### src/rtl/muldiv_sequencer.sv
// muldiv_sequencer
//   Multi-cycle multiply/divide unit for the single-cycle CPU. A MUL/MULTU/
//   DIV/DIVU instruction holds `start` high, and the unit stalls the PC until
//   the 64-bit result is ready. Multiply is radix-2 shift-add over operand
//   magnitudes. Divide is restoring division over magnitudes. The sign is
//   fixed up on the last iteration.
//
// Ports
//   clk      system clock; all state changes on the rising edge
//   rst      synchronous, active-high reset
//   start    level; high while the current instruction is a mul/div op
//   mdx      operation: 00 MUL, 01 MULTU, 10 DIV, 11 DIVU
//   a, b     rs / rt operands (multiplicand/dividend, multiplier/divisor)
//   stall    freeze PC and architectural writes: (IDLE & start) | RUN
//   done     one-cycle pulse; the result is valid and the instruction retires
//   hi, lo   product high/low word, or remainder/quotient; held between ops
//   mul_out  copy of lo; register-file writeback source for MUL
//   hwe, lwe HI/LO write strobes; equal to done except for MUL
//
// Handshake: start is a level, not a valid/ready pair. An op is accepted on
//   the rising edge where the unit is IDLE and start=1. After that edge,
//   start, mdx, a and b are ignored until done. DONE always returns to IDLE,
//   so an instruction that still holds start is never re-accepted. The next
//   instruction is accepted no earlier than the cycle after done.
//
// Optional feature (macro MULDIV_FAST_MUL_EN): MUL/MULTU produce a
//   single-cycle product and go from IDLE straight to DONE. Divide is
//   unchanged.
module muldiv_sequencer (
  input  logic        clk,
  input  logic        rst,
  input  logic        start,
  input  logic [1:0]  mdx,
  input  logic [31:0] a,
  input  logic [31:0] b,
  output logic        stall,
  output logic        done,
  output logic [31:0] hi,
  output logic [31:0] lo,
  output logic [31:0] mul_out,
  output logic        hwe,
  output logic        lwe
);

  localparam logic [1:0] S_IDLE = 2'd0;
  localparam logic [1:0] S_RUN  = 2'd1;
  localparam logic [1:0] S_DONE = 2'd2;

  localparam logic [1:0] OP_MUL = 2'b00;

  logic [1:0]  state;
  logic [1:0]  op;
  logic [31:0] opnd;      // multiplicand magnitude (mul) or divisor magnitude (div)
  logic [63:0] acc;       // mul: {partial product, multiplier}; div: {remainder, dividend/quotient}
  logic        neg_q;     // negate product / quotient
  logic        neg_r;     // negate remainder (the dividend's sign)
  logic [5:0]  count;

  // Operand magnitudes and signs. Ops with mdx[0]=0 (MUL, DIV) are signed.
  logic        a_neg, b_neg;
  logic [31:0] a_mag, b_mag;

  always_comb begin
    a_neg = ~mdx[0] & a[31];
    b_neg = ~mdx[0] & b[31];
    a_mag = a_neg ? (32'd0 - a) : a;
    b_mag = b_neg ? (32'd0 - b) : b;
  end

  // One multiply step: conditionally add the multiplicand into the upper
  // half, then shift the whole accumulator right by one. The carry from the
  // add becomes the new MSB.
  logic [32:0] mul_sum;
  logic [63:0] mul_next;

  // One restoring-divide step: shift {rem, dividend} left by one into a
  // 33-bit trial value. Subtract when the trial value is >= the divisor. The
  // new quotient bit enters at the LSB. The remainder always stays below the
  // divisor, so the low 32 bits of the subtraction are the exact difference.
  logic [32:0] div_shift;
  logic        div_ge;
  logic [31:0] div_sub;
  logic [63:0] div_next;

  logic [63:0] step;
  logic [63:0] mul_fix;
  logic [31:0] q_fix, r_fix;
  logic [31:0] fin_hi, fin_lo;

  always_comb begin
    mul_sum   = {1'b0, acc[63:32]} + (acc[0] ? {1'b0, opnd} : 33'd0);
    mul_next  = {mul_sum, acc[31:1]};

    div_shift = {acc[63:32], acc[31]};
    div_ge    = div_shift >= {1'b0, opnd};
    div_sub   = div_shift[31:0] - opnd;
    div_next  = {(div_ge ? div_sub : div_shift[31:0]), acc[30:0], div_ge};

    step      = op[1] ? div_next : mul_next;

    // Sign fix on the value produced by the final iteration. A zero divisor
    // needs no special case. Every trial subtract succeeds, so the quotient
    // is all ones and the remainder is |a|. The ordinary sign fix then gives
    // hi = a and lo = -1 or +1. DIV 0x80000000 / -1 also falls out naturally:
    // the magnitude quotient 0x80000000 is not negated because the signs match.
    mul_fix   = neg_q ? (64'd0 - mul_next) : mul_next;
    q_fix     = neg_q ? (32'd0 - div_next[31:0]) : div_next[31:0];
    r_fix     = neg_r ? (32'd0 - div_next[63:32]) : div_next[63:32];

    fin_hi    = op[1] ? r_fix : mul_fix[63:32];
    fin_lo    = op[1] ? q_fix : mul_fix[31:0];
  end

`ifdef MULDIV_FAST_MUL_EN
  // Sign-extended 64x64 multiply truncated to 64 bits. This gives the signed
  // product for MUL and the unsigned product for MULTU.
  logic [63:0] fast_prod;

  always_comb begin
    fast_prod = {{32{a_neg}}, a} * {{32{b_neg}}, b};
  end
`endif

  always_ff @(posedge clk) begin
    if (rst) begin
      state <= S_IDLE;
      op    <= 2'b00;
      opnd  <= 32'd0;
      acc   <= 64'd0;
      neg_q <= 1'b0;
      neg_r <= 1'b0;
      count <= 6'd0;
      hi    <= 32'd0;
      lo    <= 32'd0;
    end else begin
      case (state)
        S_IDLE: begin
          if (start) begin
            op    <= mdx;
            neg_q <= a_neg ^ b_neg;
            neg_r <= a_neg;
            opnd  <= mdx[1] ? b_mag : a_mag;
            acc   <= {32'd0, (mdx[1] ? a_mag : b_mag)};
            count <= 6'd32;
            state <= S_RUN;
`ifdef MULDIV_FAST_MUL_EN
            if (!mdx[1]) begin
              hi    <= fast_prod[63:32];
              lo    <= fast_prod[31:0];
              count <= 6'd0;
              state <= S_DONE;
            end
`endif
          end
        end
        S_RUN: begin
          acc   <= step;
          count <= count - 6'd1;
          if (count == 6'd1) begin
            hi    <= fin_hi;
            lo    <= fin_lo;
            state <= S_DONE;
          end
        end
        S_DONE:  state <= S_IDLE;
        default: state <= S_IDLE;
      endcase
    end
  end

  always_comb begin
    stall   = ((state == S_IDLE) && start) || (state == S_RUN);
    done    = (state == S_DONE);
    hwe     = done && (op != OP_MUL);
    lwe     = done && (op != OP_MUL);
    mul_out = lo;
  end

endmodule

### config.mk
export PLATFORM = sky130hd
export DESIGN_NAME = muldiv_sequencer
export DESIGN_NICKNAME = d
export VERILOG_FILES = /design/src/rtl/muldiv_sequencer.sv
export SDC_FILE = /design/constraint.sdc
export NUM_CORES = 1
export LEC_CHECK = 0
export BUFFER_PORTS_ARGS = -buffer_cell sky130_fd_sc_hd__buf_2
export CORE_ASPECT_RATIO = 0.8
export CORE_MARGIN = 1
export CORE_UTILIZATION = 40
export CTS_BUF_LIST = sky130_fd_sc_hd__clkbuf_4
export CTS_CLUSTER_SIZE = 30
export DETAILED_ROUTE_END_ITERATION = 6
export PLACE_DENSITY = 0.56
export REMOVE_ABC_BUFFERS = 1
export SETUP_SLACK_MARGIN = 0.15
export SYNTH_ARGS = -nofsm -noshare
export SYNTH_HDL_FRONTEND = slang
export SYNTH_SLANG_ARGS = --single-unit
### constraint.sdc
create_clock -name clk -period 10.6 [get_ports clk]
set_input_delay 1.06 -clock clk [delete_from_list [all_inputs] [get_ports clk]]
set_output_delay 1.06 -clock clk [all_outputs]
set_load 0.01 [all_outputs]
* Word level (Yosys, flattened, before mapping)
Index checks and enable logic that the tools add are counted.
** Word-level totals
- Bits in registers :: 172
- Output and inout bits :: 100
** Operators by class
- Order comparisons :: 1
- Equal/unequal tests :: 5
- Add/sub/neg operators :: 8
- Mux-type cells :: 19
- Reductions and logical operators :: 10
- Bitwise logic cells :: 4
** Operators by type and width (number)
- two-way mux 32 bit :: 10
- two-way mux 64 bit :: 3
- one-hot mux 64 bit (2 select lines) :: 1
- subtractor 1 x 32 -> 32 bit (first input constant) :: 4
- subtractor 1 x 64 -> 64 bit (first input constant) :: 1
- adder 32 x 32 -> 33 bit :: 1
- greater-or-equal comparator 33 x 32 -> 1 bit :: 1
- subtractor 32 bit :: 1
- one-hot mux 6 bit (2 select lines) :: 1
- AND reduction 2 bit :: 4
- equality test 6 x 1 -> 1 bit (second input constant) :: 1
- two-way mux 6 bit :: 1
- subtractor 6 x 1 -> 6 bit (second input constant) :: 1
- two-way mux 2 bit :: 2
- != test 2 bit (second input constant) :: 2
- one-hot mux 2 bit (2 select lines) :: 1
- nonzero test 2 bit :: 2
- bitwise AND 1 bit :: 2
- equality test 2 x 1 -> 1 bit (second input constant) :: 1
- equality test 2 bit (second input constant) :: 1
- logical AND 1 bit :: 2
- zero test 2 bit :: 1
- logical OR 1 bit :: 1
- inverter 1 bit :: 1
- XOR 1 bit :: 1

* Logic depth before layout (Yosys ltp)
- Depth in word-level cells :: 6
- Depth in mapped cells :: 23
- Depth with buffers taken out :: 19

* Worst setup path before layout
OpenSTA, ideal clock, no wires.
- Path type :: register to register
- Start point :: register acc[31]
- End point :: register hi[24]
- Required time :: 10.486 ns
- Data arrival time :: 5.121 ns
- Buffers on the path :: 4
- Stages on the path, launching flop included :: 22
- Slack :: 5.365 ns
- Setup time :: 0.114 ns
- Cells stage by stage :: dfxtp_1 > clkbuf_1 > inv_1 > ha_1 > nor2b_1 > o21ai_0 > a2111oi_4 > o31ai_2 > o21ai_1 > clkbuf_1 > buf_2 > buf_2 > mux2i_1 > ha_1 > o2111ai_1 > nor4_1 > a31oi_1 > or3_1 > o31ai_1 > xnor2_1 > nor2_1 > a2111oi_0
** On the way
- Word-level cells in the longest chain between the ends :: 5
- Elaborated cells between the ends (all ways) :: 8
- Classes of those cells :: add/sub: 3; order compare: 1; mux: 4
** RTL lines
- start, declared :: RTL line 54 : logic [63:0] acc;
- start signal, assigned :: RTL line 143 : acc <= {32'd0, (mdx[1] ? a_mag : b_mag)};
- start signal, assigned :: RTL line 157 : acc <= step;
- subtractor 32 bit / greater-or-equal comparator 33 x 32 -> 1 bit (equally long branches) :: RTL line 96, 95
- two-way mux 32 bit :: RTL line 97 : div_next = {(div_ge ? div_sub : div_shift[31:0]), acc[30:0], div_ge};
- subtractor 1 x 32 -> 32 bit :: RTL line 108 : r_fix = neg_r ? (32'd0 - div_next[63:32]) : div_next[63:32];
- two-way mux 32 bit :: RTL line 108
- two-way mux 32 bit * :: RTL line 110 : fin_hi = op[1] ? r_fix : mul_fix[63:32];
- end signal, assigned :: RTL line 160 : hi <= fin_hi;
- end, declared :: RTL line 38 : output logic [31:0] hi,
Mark *: on every way between the ends. The rest lies on a longest branch, timed or not.
A chain may end at the register's enable or synchronous reset.

* Worst setup path after layout
- Start point :: register acc[39]
- End point :: register hi[30]
Same word-level chain as after synthesis.

==> impl_metrics.env <==
export IMPL_dieArea_mm2=0.0449
export IMPL_p_comb_frac=0.454
export IMPL_cts_reportedPaths_clkPinSlew_ns=0.18
export IMPL_hold_class="register to register"
export IMPL_areaGrowthSynthToFinish_pct=5.73
export IMPL_status="finished, violations left"
export IMPL_worst_ir_drop_vdd_mv=0.0724
export IMPL_port_buffers=168
export IMPL_drv_slew=0
export IMPL_wirelength_um=68800
export IMPL_violations="DRC"
export IMPL_start_util=0.407
export IMPL_vias=19100
export IMPL_cts_buffers=17
export IMPL_synth_cells=2535
export IMPL_synth_top_flop_cell="dfxtp_1"
export IMPL_async_reset_ff_frac=0
export IMPL_required_ns=11.24
export IMPL_crit_start="acc[39]"
export IMPL_ys_warn_count=0
export IMPL_max_freq_mhz=162
export IMPL_die_x_um=237
export IMPL_power_density_mw_per_mm2=114
export IMPL_hold_viol=0
export IMPL_clockBufferDepth=2
export IMPL_maxSlewHeadroom=0.0683
export IMPL_synth_top_cells_by_count="326 x nor2_1, 271 x nand2_1, 231 x a21oi_1"
export IMPL_period_share=0.582
export IMPL_num_io_pins=169
export IMPL_multi_input_area_mm2=0.0129
export IMPL_seqPwrFrac=0.351
export IMPL_leakagePower_nw=7.16
export IMPL_path_max_fanout=59
export IMPL_clkPwrFrac=0.195
export IMPL_p_sw_mw=0.994
export IMPL_die_h_um=190
export IMPL_synth_cell_area_mm2=0.0176
export IMPL_place_congestion=0.989
export IMPL_cts_hold_buf=0
export IMPL_post_route_cells_drive_above_1_share=0.115
export IMPL_tightest_slew_ns=1.36
export IMPL_yosysTopAreaCell="dfxtp_1"
export IMPL_cts_resized=0
export IMPL_p_int_mw=1.12
export IMPL_synth_area_leaders="dfxtp_1 20%, nor2_1 6.9%, a21oi_1 6.6%"
export IMPL_critical_path_class="register to register"
export IMPL_setup_worst_path_start_class="register"
export IMPL_viasPerCell=6.18
export IMPL_setup_viol=0
export IMPL_ant_nets=0
export IMPL_yosys_cell_types_count=94
export IMPL_yosys_cell_count_top_type="nor2_1"
export IMPL_rsz0062_at_grt="no"
export IMPL_cap_violations=0
export IMPL_worst_hold_startpoint="hi[0]"
export IMPL_gr_total_overflow=0
export IMPL_fin_setup_tns_ns=0
export IMPL_synth_yosys_seq_area_share=0.195
export IMPL_antenna_found_initial=2
export IMPL_seq_area_mm2=0.00345
export IMPL_drt_drc_violations_left=1
export IMPL_p_sw_frac=0.469
export IMPL_cts_root_buf="clkbuf_4"
export IMPL_core_area_mm2=0.0433
export IMPL_clkLatencyLatePin_ns=0.73
export IMPL_reg2reg_from="acc[39]"
export IMPL_synth_edf_count=0
export IMPL_final_nets=2656
export IMPL_finalPower_mw=2.12
export IMPL_grt_pass1_wl_um=105000
export IMPL_fillers=4568
export IMPL_cts_tree="done"
export IMPL_cts_sinks=172
export IMPL_synth_top_area_share=0.195
export IMPL_worstSetupEndpointType="register"
export IMPL_fin_crit_ns=6.17
export IMPL_dp_hpwl_um=51400
export IMPL_avgRoutedWirePerCell_um=22.3
export IMPL_fin_cells=3091
export IMPL_ys_seq_elements=172
export IMPL_grt_pass1_vias=17400
export IMPL_grt_usage=0.303
export IMPL_arrival_ns=6.81
export IMPL_grt_max_degree=84
export IMPL_std_cell_rows=68
export IMPL_skew_ns=0.0389
export IMPL_avgSynthCellArea_um2=6.95
export IMPL_place_inst=3055
export IMPL_drt_initial_drc_count=1901
export IMPL_h_tree_depth=4
export IMPL_cts_setup_buffers=0
export IMPL_first_pass_iters=7
-- power groups by stage --
stage	Combinational (mW)	Clock [mW]	Sequential, mW
floorplan	0.643	0	0.744
global placement	0.934	0	0.753
detailed placement	0.937	0	0.754
CTS	0.941	0.424	0.740
global route	1.05	0.448	0.749
finish	0.963	0.413	0.743
-- stage by stage --
step,cell area (µm²),worst slack (ns),hold WS (ns),utilization
finish,18600,4.43,0.461,0.430
global route,18600,3.95,0.482,0.430
CTS,18600,4.57,0.463,0.430
detailed placement,18400,4.60,0.443,0.424
global placement,18400,4.76,0.439,0.424
floorplan,16600,3.48,0.426,-
-- cell type report --
type | instances | area share
multi-input combinational | 2061 | 0.693
sequential | 172 | 0.185
timing repair buffer | 193 | 0.0556
tap | 560 | 0.0376
inverter | 69 | 0.0139
clock buffer | 18 | 0.00726
clock inverter | 14 | 0.00652
antenna | 4 | 0.000537
-- sequential cells by signal (all words and copies together) (netlist names) --
name,cells
neg_r,1
count,6
op,2
lo,32
neg_q,1
acc,64
state,2
hi,32
opnd,32
-- cell families (layout without fill, tap and decap cells) --
| family | count (synthesis) | after routing | share of synthesized area |
|---|---|---|---|
| multiplexers | 55 | 55 | 0.0317 |
| adder cells (fa/ha/maj) | 73 | 73 | 0.0527 |
| AND/OR/NAND/NOR | 921 | 921 | 0.242 |
| AO/OA/AOI/OAI | 824 | 824 | 0.310 |
| flip-flops | 172 | 172 | 0.195 |
| XOR/XNOR | 188 | 188 | 0.0935 |
| buffers and inverters | 302 | 294 | 0.0743 |
| other | 0 | 4 | 0 |
-- layout by cell type, fill, tap and decap left out, types with 71 or more instances in the layout --
master and instances:
ha_1 71, xnor2_1 113, xor2_1 75, a21oi_1 231, a211oi_1 115, buf_2 167
dfxtp_1 170, nand2_1 270, nor2_1 324, o21ai_0 147
-- worst paths after layout --
kind | cells past startpoint | endpoint | slack (ns)
setup / recovery | 18 | hi[30] | 4.43
hold / removal | 2 | hi[0] | 0.46
setup reg to reg | 18 | hi[30] | 4.43
hold reg to reg | 2 | hi[0] | 0.46
-- worst max-delay path, cell delays in order, from the launching register on --
cell and delay (ns):
dfxtp_1 0.42, ha_1 0.47, nand4_1 0.24, o21a_1 0.26, o21ai_0 0.58, o31ai_2 0.29
o21ai_4 0.19, buf_4 0.57, mux2i_1 0.36, ha_1 0.28, nand4b_1 0.20, nor3_1 0.45
o2111a_1 0.27, a31oi_1 0.07, or2_2 0.42, nor4_1 0.40, a41oi_1 0.20, xor2_1 0.18
o211ai_1 0.18
-- metal layers --
layer / part of all wire / global-route usage
met3: 0.075 / 0.0582
met1: 0.48 / 0.439
met2: 0.42 / 0.451
met4: 0.025 / 0.0874
met5: 0 / 0
Note: power is estimated with default switching activity, not from simulation.
